## src/rtl/lsu_ctrl.sv

```systemverilog
// Load/store initiator between the execute stage and data memory: legality and alignment checks,
// lane steering for stores, load extraction, and an ack timeout on the memory port.
module lsu_ctrl #(
  parameter int unsigned ADDR_W  = 6,
  parameter int unsigned TIMEOUT = 15
) (
  input  logic              clk,
  input  logic              rst,
  input  logic              req_valid,
  output logic              req_ready,
  input  logic              req_store,
  input  logic [2:0]        req_funct3,
  input  logic [31:0]       req_addr,
  input  logic [31:0]       req_wdata,
  output logic              resp_valid,
  output logic [31:0]       resp_rdata,
  output logic [1:0]        resp_err,
  output logic              mem_req,
  output logic              mem_we,
  output logic [ADDR_W-1:0] mem_addr,
  output logic [3:0]        mem_be,
  output logic [31:0]       mem_wdata,
  input  logic [31:0]       mem_rdata,
  input  logic              mem_ack
);

  typedef enum logic [1:0] {StIdle, StIssue, StResp} state_e;

  localparam logic [7:0] TimeoutLast = 8'(TIMEOUT - 1);

  state_e      state_q;
  logic [7:0]  cnt_q;
  logic        store_q;
  logic [2:0]  funct3_q;
  logic [1:0]  lane_q;

  logic        illegal, misal;
  logic [3:0]  st_be;
  logic [31:0] st_wdata;
  logic [7:0]  ld_b;
  logic [15:0] ld_h;
  logic [31:0] ld_data;
  logic        unused_addr;

  assign unused_addr = ^req_addr[31:ADDR_W+2];
  assign req_ready   = (state_q == StIdle) && !rst;

  always_comb begin
    illegal = req_store ? (req_funct3 > 3'b010)
                        : !(req_funct3 inside {3'b000, 3'b001, 3'b010, 3'b100, 3'b101});
    misal    = 1'b0;
    st_be    = 4'b1111;
    st_wdata = req_wdata;
    case (req_funct3[1:0])
      2'b00: begin
        st_be    = 4'b0001 << req_addr[1:0];
        st_wdata = {4{req_wdata[7:0]}};
      end
      2'b01: begin
        misal    = req_addr[0];
        st_be    = req_addr[1] ? 4'b1100 : 4'b0011;
        st_wdata = {2{req_wdata[15:0]}};
      end
      default: misal = (req_addr[1:0] != 2'b00);
    endcase
  end

  always_comb begin
    ld_b    = mem_rdata[{lane_q, 3'b000} +: 8];
    ld_h    = lane_q[1] ? mem_rdata[31:16] : mem_rdata[15:0];
    ld_data = '0;
    case (funct3_q)
      3'b000:  ld_data = {{24{ld_b[7]}}, ld_b};
      3'b001:  ld_data = {{16{ld_h[15]}}, ld_h};
      3'b010:  ld_data = mem_rdata;
      3'b100:  ld_data = {24'd0, ld_b};
      3'b101:  ld_data = {16'd0, ld_h};
      default: ld_data = '0;
    endcase
  end

  always_ff @(posedge clk) begin
    if (rst) begin
      state_q    <= StIdle;
      cnt_q      <= '0;
      store_q    <= 1'b0;
      funct3_q   <= '0;
      lane_q     <= '0;
      resp_valid <= 1'b0;
      resp_rdata <= '0;
      resp_err   <= '0;
      mem_req    <= 1'b0;
      mem_we     <= 1'b0;
      mem_addr   <= '0;
      mem_be     <= '0;
      mem_wdata  <= '0;
    end else begin
      resp_valid <= 1'b0;
      case (state_q)
        StIdle: begin
          if (req_valid) begin
            store_q  <= req_store;
            funct3_q <= req_funct3;
            lane_q   <= req_addr[1:0];
            if (illegal || misal) begin
              // Rejected requests never touch memory; illegal funct3 outranks misalignment.
              state_q    <= StResp;
              resp_valid <= 1'b1;
              resp_err   <= illegal ? 2'b10 : 2'b01;
              resp_rdata <= '0;
            end else begin
              state_q   <= StIssue;
              cnt_q     <= '0;
              mem_req   <= 1'b1;
              mem_we    <= req_store;
              mem_addr  <= req_addr[ADDR_W+1:2];
              mem_be    <= req_store ? st_be : 4'b0000;
              mem_wdata <= req_store ? st_wdata : '0;
            end
          end
        end
        StIssue: begin
          if (mem_ack || cnt_q == TimeoutLast) begin
            // An ack in the final allowed cycle still counts as success.
            state_q    <= StResp;
            mem_req    <= 1'b0;
            mem_we     <= 1'b0;
            mem_be     <= '0;
            mem_wdata  <= '0;
            resp_valid <= 1'b1;
            resp_err   <= mem_ack ? 2'b00 : 2'b11;
            resp_rdata <= (mem_ack && !store_q) ? ld_data : '0;
          end else begin
            cnt_q <= cnt_q + 8'd1;
          end
        end
        StResp: begin
          state_q    <= StIdle;
          resp_rdata <= '0;
          resp_err   <= '0;
        end
        default: state_q <= StIdle;
      endcase
    end
  end

endmodule

```

## config.mk

```make
export PLATFORM = sky130hd
export DESIGN_NAME = lsu_ctrl
export DESIGN_NICKNAME = d
export VERILOG_FILES = /design/src/rtl/lsu_ctrl.sv
export SDC_FILE = /design/constraint.sdc
export NUM_CORES = 1
export LEC_CHECK = 0
export ABC_CLOCK_PERIOD_IN_PS = 3700
export CAP_MARGIN = 20
export CORE_MARGIN = 1.5
export CORE_UTILIZATION = 40
export DETAILED_ROUTE_END_ITERATION = 7
export PLACE_DENSITY_LB_ADDON = 0.1
export SLEW_MARGIN = 30
export SYNTH_ARGS = -nofsm -noshare
export SYNTH_HDL_FRONTEND = slang
export SYNTH_SLANG_ARGS = --single-unit
```

## constraint.sdc

```tcl
create_clock -name clk -period 3.7 [get_ports clk]
set_input_delay 0.74 -clock clk [delete_from_list [all_inputs] [get_ports clk]]
set_output_delay 0.74 -clock clk [all_outputs]
set_load 0.005 [all_outputs]
```

==> results.md, run 1 <==
- Status: finished clean
- Initial Utilization: between 40% and 50%
- Min-Delay Path Class: reg2reg
- MaxCap Viol Count: 0
- # IOs: 184
- Row count: 40
- Critical path class: in2reg
- Nets in the synthesized netlist: 635
- Fmax: 0.374 GHz
- Ant diodes: 0
- Post-layout util: between 50% and 60%
- Post-synth EDFFs: 0
- CTS Buffer Depth: 2
- Port buffer count: 159
- Placed insts: 800
- Largest net degree at the start of global routing: 58
- Core region area: 12000 um^2
- GR Util All Layers: between 20% and 30%
- Share of layout cells above drive strength 1: a little under a tenth
- Non-filler cells, final: just over 800
- Synth top area cells: dfxtp_1 (39%), mux2i_1 (8.2%), a22o_1 (4.1%)
- Final GP Congestion: roughly 0.87
- Crit-path slowest cell: clkdlybuf4s50_1
- Unrepaired setup endpoints after global routing: no
- Worst-path clk slew: 60 ps
- Post-CTS sizing: 0
- Highest routed layer: met4
- Drt wl/cell: between 15 and 20 um
- Final period util: 72.3%
- Hold Vio Cnt, Final: 0
- First-pass GRT wire length: 22.9 mm
- Post-synthesis cell type count: 58
- Top FF cell, synth: dfxtp_1
- CTS buffer count: 9
- Worst-margin pin slew: 882 ps
- Die ar.: 12800 um^2
- TNS Setup: 0 ps
- Largest stage delay on the critical path: approximately 560 ps
- Yosys reg bits: 95
- Hold-fix buffers, CTS: 0
- Critical path data arrival time: ~2900 ps
- Post-CTS Setup Repair Bufs: 0
- Clk_lat worst skew: 350 ps
- Area leader, netlist: dfxtp_1
- DRT Wirelength: approximately 14 mm
- Die H: 113 um
- Final number of setup-violating endpoints: 0
- Die Wd: 113 um
- CP Launch Type: primary input
- H-tree depth: 3
- CP most frequent cell: buf_4
- Worst Setup End Kind: flop
- Sequential area share after synthesis: between 30 and 40%
- Initial antenna violation count: 0
- 1st-pass router iterations: 5
- GRT overflow: 0
- Final net count: 773
- Post-synth design cell area: a little under 5000 um^2
- Vias/cell: 5.44
- # DRC: 0
- Clock Tree Root: clkbuf_16
- Max rail drop VDD: 228 uV
- Met2 Wirelength: 6.47 mm
- Final Max Slew Viols: 0
- Met3 WL: 1.03 mm
- Crit-path cells: clkdlybuf4s50_1 > nor4_4 > o211ai_2 > buf_4 > or3b_1 > buf_4 > o32ai_1
- Mapped Avg Cell Area: 9.25 um^2
- Post-DP HPWL: 9.94 mm
- Leak: 2.43 nW
- Mapped Cells: 526
- Worst-path fanout max: 29
- DR iter-0 viols: 263
- Layout area overhead: 40.7%
- Number of antenna-violating nets in the routed design: 0
- CTS tree: done
- Synth warnings: 0
- Vias in the first global route: 4419
- Pwr Density: 381 nW/um^2
- Metal-1 WL: 6.10 mm
- CP Data Required Time: 3940 ps
- Max-Slew Margin vs Limit: 41.0%
- Async set or reset register ratio after synthesis: 0%
- Via count: 4432
- Clk_skew: 11.1 ps
- Final Critical Period: 2670 ps
- Post-synth top area share: 39.1%
- CTS sink count: 95
[cell type report]
type                       count  area (um^2)
clock buffer                  10          239
timing repair buffer         169         1660
inverter                      35          131
multi-input combinational    354         2650
sequential                    95         1900
fill                        1089         5110
tap                          147          184
clock inverter                 5         81.3
[logic make-up (layout without fill, tap and decap cells)]
group	count (synthesis)	count (layout)	synth area share, %
multiplexers	48	48	10.1
AND/OR/NAND/NOR	131	131	14.7
adder cells (fa/ha/maj)	5	5	1.29
flip-flops	95	95	39.1
buffers and inverters	77	219	6.66
AO/OA/AOI/OAI	170	170	28.2
[stage by stage]
stage | hold WS, ps | power [mW] | instance area [um^2] | setup slack (ps)
after floorplan | 436 | 1.39 | 4870 | 1340
after global placement | 453 | 1.61 | 6520 | 733
after detailed placement | 455 | 1.62 | 6520 | 663
after CTS | 466 | 2.64 | 6840 | 1030
after global routing | 481 | 2.73 | 6850 | 852
final | 464 | 2.61 | 6850 | 1030
[final timing paths]
| path | from | endpoint | slack, ps | cells past startpoint |
|---|---|---|---|---|
| setup / recovery | req_addr[0] | mem_wdata[24] | 1030 | 7 |
| hold / removal | mem_wdata[7] | mem_wdata[7] | 460 | 2 |
| setup reg to reg | state_q[0] | mem_wdata[24] | 1320 | 8 |
| hold reg to reg | mem_wdata[7] | mem_wdata[7] | 460 | 2 |
[routing by layer]
| metal | vias to the layer above | GRT usage, % |
|---|---|---|
| li1 | 2212 | - |
| met1 | 2075 | 29.6 |
| met2 | 134 | 34.8 |
| met3 | 11 | 6.91 |
| met4 | 0 | 8.42 |
| met5 | - | 0 |
[worst max-delay path: cells and delay by family]
kind | cells | cell delay, ps
buffers and inverters | 3 | 1020
AOI/OAI and AO/OA | 2 | 280
and+or+nand+nor | 2 | 870
[cell usage in the layout, fill, tap and decap left out, drive strengths merged, types with 8 or more instances in the layout]
| cell | count |
|---|---|
| a21oi | 35 |
| a22o | 23 |
| buf | 11 |
| clkbuf | 10 |
| clkdlybuf4s50 | 158 |
| dfxtp | 95 |
| inv | 36 |
| mux2 | 8 |
| mux2i | 40 |
| nand2 | 41 |
| nand2b | 20 |
| nor2 | 24 |
| nor2b | 9 |
| o21ai | 28 |
| o2bb2ai | 13 |
| o32ai | 29 |
[sequential cells by signal, indices dropped and copies added (netlist names)]
| name | cells |
|---|---|
| resp_rdata | 32 |
| mem_addr | 6 |
| mem_wdata | 32 |
| store_q | 1 |
| mem_we | 1 |
| funct3_q | 3 |
| mem_be | 4 |
| resp_valid | 1 |
| lane_q | 2 |
| state_q | 2 |
| mem_req | 1 |
| resp_err | 2 |
| cnt_q | 8 |
[synth_stat cells, drive strengths merged, types with 8 or more instances]
master / count
nor2: 24
inv: 35
nand2b: 20
buf: 16
o32ai: 29
nand2: 41
dfxtp: 95
a21oi: 35
clkbuf: 26
mux2i: 40
nor2b: 9
o2bb2ai: 13
o21ai: 28
a22o: 23
mux2: 8
[power breakdown]
part	internal, mW	leakage [nW]	switching, mW
Clock	0.608	0.155	0.398
Sequential	1.05	0.769	0.0314
Combinational	0.252	1.51	0.263
Total	1.92	2.43	0.692
No activity file was read; power rests on OpenSTA's default activity.
==> inputs of run 2 (changes only) <==
Settings changed: ABC_CLOCK_PERIOD_IN_PS 3700 to 2650.
Clock period 3.7 ns to 2.65 ns, I/O delays scaled along.
==> run 2 against run 1 <==
  * Design area grew 2.5%
  * Flip-flop and latch count unchanged
  * Power is 42% higher
  * Sequential power grew 39%
  * Wire length grew 1.3%
  * Via count is 1.6% higher
  * Worst hold slack worse by 2.2 ps
  * Final cell count up 2.2%
  * Register-to-register slack worse by 1000 ps
  * First-iteration DRC count increased by 9.1%
  * Worst setup slack got worse by 790 ps
  * Count of clock-buffer cells in the layout did not move
  * Largest cell class unchanged
  * Largest power group unchanged
==> results.md, run 2 (synthesized netlist as in run 1, its figures left out) <==
- Worst-path clk slew: 70 ps (was 60 ps)
- WHS Path Cells: 2 (unchanged)
- Post-DP HPWL: 10.3 mm (was 9.94 mm)
- Unrepaired setup endpoints after global routing: no (unchanged)
- MaxCap Viol Count: 0 (unchanged)
- Layout area overhead: 44.2% (was 40.7%)
- Largest stage delay on the critical path: 680 ps (was 560 ps)
- Stages on the worst setup path: 5 (was 7)
- Final Max Slew Viols: 0 (unchanged)
- Critical path class: in2reg (unchanged)
- Hold-fix buffers, CTS: 0 (unchanged)
- Most common cell after layout, fill and taps aside: clkdlybuf4s50_1 (unchanged)
- Worst-path fanout max: 19 (was 29)
- Clk_lat worst skew: 350 ps (about the same)
- Post-CTS Setup Repair Bufs: 0 (unchanged)
- Largest net degree at the start of global routing: 44 (was 58)
- Final Critical Period: 2410 ps
- Final number of setup-violating endpoints: 0 (unchanged)
- Die Wd: 113 um (unchanged)
- Leak: 2.53 nW (was 2.43 nW)
- TNS Setup: 0 ps (unchanged)
- Crit-path slowest cell: nor2_2 (was clkdlybuf4s50_1)
- Ant diodes: 0 (unchanged)
- Min-Delay Path Class: reg2reg (unchanged)
- Core region area: 12000 um^2 (unchanged)
- Via count: 4505 (was 4432)
- Drt wl/cell: 16.8 um (was 16.9 um)
- Clk_skew: 11.9 ps (was 11.1 ps)
- Most frequent cells in the layout: clkdlybuf4s50_1 (158), dfxtp_1 (95), nand2_1 (41), mux2i_1 (40), inv_1 (35) (unchanged)
- Number of antenna-violating nets in the routed design: 0 (unchanged)
- Max rail drop VDD: 263 uV (was 228 uV)
- DRT Wirelength: 14.0 mm (was 13.8 mm)
- Total power: 3.71 mW (was 2.61 mW)
- Hold Vio Cnt, Final: 0 (unchanged)
- CP Data Required Time: 2940 ps (was 3940 ps)
- Fmax: 0.415 GHz
- CTS buffer count: 9 (unchanged)
- Port buffer count: 159 (unchanged)
- Row count: 40 (unchanged)
- GRT overflow: 0 (unchanged)
- CTS sink count: 95 (unchanged)
- Max-Slew Margin vs Limit: 40.2% (was 41.0%)
- Worst r2r path cells: 6 (was 8)
- Vias/cell: 5.41 (was 5.44)
- Final GP Congestion: 0.850 (was 0.866)
- CP delay by family, top: simple AND/OR/NAND/NOR gates (was buffers and inverters)
- CTS Buffer Depth: 2 (unchanged)
- Number of buffers and inverters on the critical path: 1 (was 3)
- Vias in the first global route: 4387 (was 4419)
- Place WS: -75.8 ps (was 663 ps)
- Worst Setup End Kind: flop (unchanged)
- Post-layout util: 58.7% (was 57.2%)
- Critical path data arrival time: 2700 ps (was 2920 ps)
- CTS tree: done (unchanged)
- Initial Utilization: 40.7% (unchanged)
- Hold slack: 462 ps (was 464 ps)
- # DRC: 0 (unchanged)
- First-pass GRT wire length: 22.6 mm (was 22.9 mm)
- # IOs: 184 (unchanged)
- Dpl cell area: 6690 um^2 (was 6520 um^2)
- Final Instance Area: 7020 um^2 (was 6850 um^2)
- Status: finished clean (unchanged)
- Crit-path cells: clkdlybuf4s50_1 > nor4bb_1 > nand2_1 > nor2_2 > a22o_1 (was clkdlybuf4s50_1 > nor4_4 > o211ai_2 > buf_4 > or3b_1 > buf_4 > o32ai_1)
- 1st-pass router iterations: 4 (was 5)
- Non-filler cells, final: 833 (was 815)
- GR Util All Layers: 22.3% (was 22.5%)
- H-tree depth: 3 (unchanged)
- Final WS setup: 238 ps (was 1030 ps)
- Final net count: 790 (was 773)
- DR iter-0 viols: 287 (was 263)
- Placed insts: 817 (was 800)
- Final period util: 91.0%
- Initial antenna violation count: 0 (unchanged)
- Die H: 113 um (unchanged)
- CP Launch Type: primary input (unchanged)
- Worst-margin pin slew: 894 ps (was 882 ps)
- Regs by FF count: mem_wdata x32, resp_rdata x32, cnt_q x8 (unchanged)
- Clock Tree Root: clkbuf_16 (unchanged)
- Post-CTS sizing: 0 (unchanged)
- Share of layout cells above drive strength 1: 12.0% (was 9.58%)
- Pwr Density: 528 nW/um^2 (was 381 nW/um^2)
- Die ar.: 12800 um^2 (unchanged)
==> run 2: cell types whose count changed in the layout (fill, tap and decap cells not counted), sizes merged <==
cell / delta
buf: +17
inv: +1
==> run 2: area by class of cell <==
| type | instances | area (um^2) |
|---|---|---|
| timing repair buffer | 186 | 1830 |
| sequential | 95 | 1900 |
| fill | 1074 | 4940 |
| multi-input combinational | 354 | 2650 |
| clock inverter | 6 | 90.1 |
| clock buffer | 10 | 239 |
| inverter | 35 | 131 |
| tap | 147 | 184 |
==> run 2: worst min-delay path, cell delays in order, from the launching register on <==
cell and delay [ps]:
dfxtp_1 310, nand2_1 50, a21oi_1 50
==> run 2: path summary, 6_finish.rpt <==
| check | startpoint | to | slack [ps] |
|---|---|---|---|
| max reg2reg | state_q[1] | resp_rdata[1] | 290 |
| max | mem_ack | resp_rdata[1] | 240 |
| min | store_q | store_q | 460 |
| min reg2reg | store_q | store_q | 460 |
==> run 2: metal layers <==
layer	part of all wire [%]	global-route usage, %
met1	45	28.3
met2	47	36.2
met3	7.2	7.45
met4	1.2	6.33
met5	0	0
==> run 2: where the power goes <==
group / internal [mW] / total [mW] / switching [mW]
Clock: 0.858 / 1.43 / 0.575
Sequential: 1.47 / 1.51 / 0.0358
Combinational: 0.387 / 0.765 / 0.377
Total: 2.72 / 3.71 / 0.988
